--- src/rtl/sample_buffer_ctrl.sv ---
// sample_buffer_ctrl: circular FIFO over a 16x8 sample memory with a one-word output register.
module sample_buffer_ctrl #(
  parameter int ADDR_W = 4,
  parameter int DATA_W = 8
) (
  input  logic              clk,
  input  logic              rst,
  input  logic [DATA_W-1:0] s_data,
  input  logic              s_valid,
  output logic              s_ready,
  output logic [DATA_W-1:0] m_data,
  output logic              m_valid,
  input  logic              m_ready,
  input  logic              flush,
  output logic [ADDR_W:0]   count,
  output logic              full,
  output logic              empty,
  output logic              overflow,
  output logic [ADDR_W-1:0] mem_addr,
  output logic [DATA_W-1:0] mem_wdata,
  output logic              mem_write,
  output logic              mem_read,
  input  logic [DATA_W-1:0] mem_rdata,
  output logic              mem_rst_n
);
  localparam logic [ADDR_W:0] DEPTH = {1'b1, {ADDR_W{1'b0}}};
  typedef enum logic {IDLE, RD_WAIT} state_t;
  state_t state;
  logic [ADDR_W-1:0] wr_ptr, rd_ptr;
  logic rd_issue, wr_do;
  always_comb begin
    full      = count == DEPTH;
    rd_issue  = !rst && !flush && state == IDLE && !m_valid && count != '0;
    s_ready   = !rst && !flush && !full && !rd_issue;
    wr_do     = s_valid && s_ready;
    mem_read  = rd_issue;
    mem_write = wr_do;
    mem_addr  = wr_do ? wr_ptr : rd_ptr;
    mem_wdata = s_data;
    mem_rst_n = !rst;
    empty     = count == '0 && !m_valid && state != RD_WAIT;
  end
  // flush mirrors reset on every register; only mem_rst_n tells them apart
  always_ff @(posedge clk) begin
    if (rst || flush) begin
      wr_ptr   <= '0;
      rd_ptr   <= '0;
      count    <= '0;
      m_valid  <= 1'b0;
      m_data   <= '0;
      overflow <= 1'b0;
      state    <= IDLE;
    end else begin
      wr_ptr   <= wr_ptr + ADDR_W'(wr_do);
      rd_ptr   <= rd_ptr + ADDR_W'(rd_issue);
      count    <= count + (ADDR_W+1)'(wr_do) - (ADDR_W+1)'(rd_issue);
      overflow <= overflow | (s_valid & full);
      state    <= rd_issue ? RD_WAIT : IDLE;
      if (state == RD_WAIT) begin
        m_data  <= mem_rdata;
        m_valid <= 1'b1;
      end else if (m_valid && m_ready) begin
        m_valid <= 1'b0;
      end
    end
  end
endmodule

--- config.mk ---
export PLATFORM = sky130hd
export DESIGN_NAME = sample_buffer_ctrl
export DESIGN_NICKNAME = d
export VERILOG_FILES = /design/src/rtl/sample_buffer_ctrl.sv
export SDC_FILE = /design/constraint.sdc
export NUM_CORES = 1
export LEC_CHECK = 0
export BUFFER_PORTS_ARGS = -buffer_cell sky130_fd_sc_hd__buf_2
export CAP_MARGIN = 20
export CORE_MARGIN = 5
export CORE_UTILIZATION = 52
export CTS_BUF_LIST = sky130_fd_sc_hd__clkbuf_4
export DETAILED_ROUTE_END_ITERATION = 12
export PLACE_DENSITY = 0.9
export SYNTH_ARGS = -nofsm -noshare
export SYNTH_HDL_FRONTEND = slang
export SYNTH_SLANG_ARGS = --single-unit
--- constraint.sdc ---
create_clock -name clk -period 5.7 [get_ports clk]
set_clock_uncertainty 0.1 [all_clocks]
set_input_delay 0.285 -clock clk [delete_from_list [all_inputs] [get_ports clk]]
set_output_delay 0.285 -clock clk [all_outputs]
set_load 0.05 [all_outputs]
==> qor.yml <==
grtUsageMet3_pct: 3.79
synth.area.top_cells: "dfxtp_1 (40%), ha_1 (10%), mux2i_1 (7.4%)"
antenna_found_initial: 0
ant_nets: 0
drive_above_1_share_pct: 34.2
grtUsageTotal_pct: 16.0
area_delta_synth_final_pct: 15.3
grt_max_degree: 19
setup_viol: 0
clk_latency_ns: 0.33
synthFlopType: "dfxtp_1"
ir_drop_uv: 196
yosys_warnings: 0
period_share_pct: 57.0
maxCapViolations: 0
antenna_cells: 0
cp-end-kind: "flip-flop"
wirelength_um: 2440
p_leak_uw: 0.000695
yosysTopAreaCell: "dfxtp_1"
cts_buffers: 3
fin_area_mm2: 0.00140
die_area_mm2: 0.00339
tightest_slew_ns: 0.526
cts_resized: 0
drt_first_pass_iters: 4
hold_violations: 0
grt_pass1_vias: 923
final_nets: 182
num_vias: 909
port_buffers: 37
path_max_fanout: 6
grt_util_met1_pct: 17.8
holdBufCountCts: 0
synth_cells: 119
final_util_pct: 63.1
grt_pass1_wl_um: 4120
p_per_area_mw_per_mm2: 310
gp_congestion: 0.841
synth_edf_count: 0
use_met2_pct: 27.3
synth-async-reset-ratio_pct: 0
fillers: 204
cts.htree.levels: 1
synth_area_mm2: 0.00121
synth_nets: 151
cts_tree: "built"
clk_pin_slew_ns: 0.14
post_synth_num_cell_types: 27
tns_ns: 0
cts_buffer_depth: 2
placed_cell_area_mm2: 0.00134
postCtsSetupRepairBufs: 0
hp-class: "in -> reg"
start_kind: "flip-flop"
pre_cts_ws_ns: 2.48
die_h_um: 58.3
yosysSeqAreaShare_pct: 39.7
route.detailed.drc: 0
multi_input_area_um2: 606
core_area_mm2: 0.00221
path_class: "reg -> reg"
drt_first_iter_violations: 23
rsz0062_at_grt: "no"
dpl.hpwl_um: 1930
grt.busiest_layer: "met2"
seqCellArea_um2: 480
fmax_ghz: 0.308
fin_crit_ns: 3.25
finalMaxSlewViolations: 0
rows: 17
wl_per_cell_um: 13.8
cp.required_ns: 5.82
initial_core_util_pct: 54.8
power.total_uw: 433
clock_sinks: 24
io_pins: 54
overflow: 0
slew_headroom_pct: 64.9
cp.arrival_ns: 3.37
setup_ws_ns: 2.45
synthDominantCellAreaShare_pct: 39.7
status: "finished, final reports clean"
via_per_inst: 5.14
ys_ff_latch: 24
die-width_um: 58.3
cts-root-buf: "clkbuf_4"
avgSynthCellArea_um2: 10.2
==> through the flow <==
stage                     instances  hold WS (ns)
after floorplan                 119         0.326
final                           177        0.0794
after global routing            177        0.0643
after CTS                       177        0.0802
after detailed placement        173         0.368
after global placement          173         0.348
==> report_power, final <==
| part | switching, µW | leakage (µW) | internal [µW] |
|---|---|---|---|
| combinational | 85.3 | 0.000474 | 41.6 |
| sequential | 8.62 | 0.000194 | 174 |
| clock | 52.1 | 0.0000279 | 71.2 |
==> layout by cell type, fill, tap and decap left out, drive strengths merged <==
cell    instances
and3            2
and4bb          1
nand3           2
a2111o          1
fa              1
buf            37
mux2            4
or4b            1
nor2           18
dfxtp          24
clkbuf          3
a21oi           4
and2            6
or2             1
mux2i           9
xnor2           4
inv            10
a211oi          1
nor3            1
xor2            2
a21o            2
bufinv          1
nand2           1
o21ai           1
or3             1
ha             10
o2111a          1
==> path summary, 6_finish.rpt <==
check	start	to	slack, ns	cells past startpoint
hold / removal	mem_rdata[0]	m_data[0]$_SDFFE_PP0P_	0.08	3
setup reg to reg	count[3]$_SDFF_PP0_	count[4]$_SDFF_PP0_	2.45	11
hold reg to reg	overflow$_SDFF_PP0_	overflow$_SDFF_PP0_	0.40	2
setup / recovery	count[3]$_SDFF_PP0_	count[4]$_SDFF_PP0_	2.45	11
==> cells in the mapped netlist, types with 4 or more instances <==
cell,number
a21oi_1,4
and2_1,6
buf_4,8
dfxtp_1,24
ha_1,10
inv_1,10
mux2_4,4
mux2i_1,9
nor2_1,18
xnor2_1,4
==> per-layer routing <==
layer / vias up / wire (µm)
li1: 446 / -
met1: 422 / 954
met2: 32 / 1260
met3: 9 / 147
met4: 0 / 74
met5: - / 0
==> cell families after synthesis <==
group                    after synthesis  synth area share, %
multiplexers                          13                 12.4
buffers and inverters                 21                 10.3
AO/OA/AOI/OAI                         10                 6.61
XOR/XNOR                               6                 4.34
flip-flops                            24                 39.7
adder cells (fa/ha/maj)               11                 12.0
AND/OR/NAND/NOR                       34                 14.7
==> critical path: stages, from the launching register on <==
cell and delay, ns:
dfxtp_1 0.35, inv_1 0.10, ha_1 0.17, or4b_4 0.49
a2111o_4 0.53, ha_1 0.31, inv_1 0.05, ha_1 0.20
fa_1 0.40, a21oi_1 0.19, o21ai_0 0.11, a21o_1 0.16
==> flip-flops by register name, indices dropped and copies added (netlist names) <==
signal    cells
m_data        8
count         5
rd_ptr        4
wr_ptr        4
m_valid       1
overflow      1
state         1
==> final cells by class <==
cell class                      count  area share (%)
Clock buffer                        3            1.61
Clock inverter                      1            2.15
Inverter                           10            2.69
Multi-Input combinational cell     74            43.4
Sequential cell                    24            34.4
Tap cell                           28            2.51
Timing Repair Buffer               37            13.3
(Power assumes the default switching activity.)
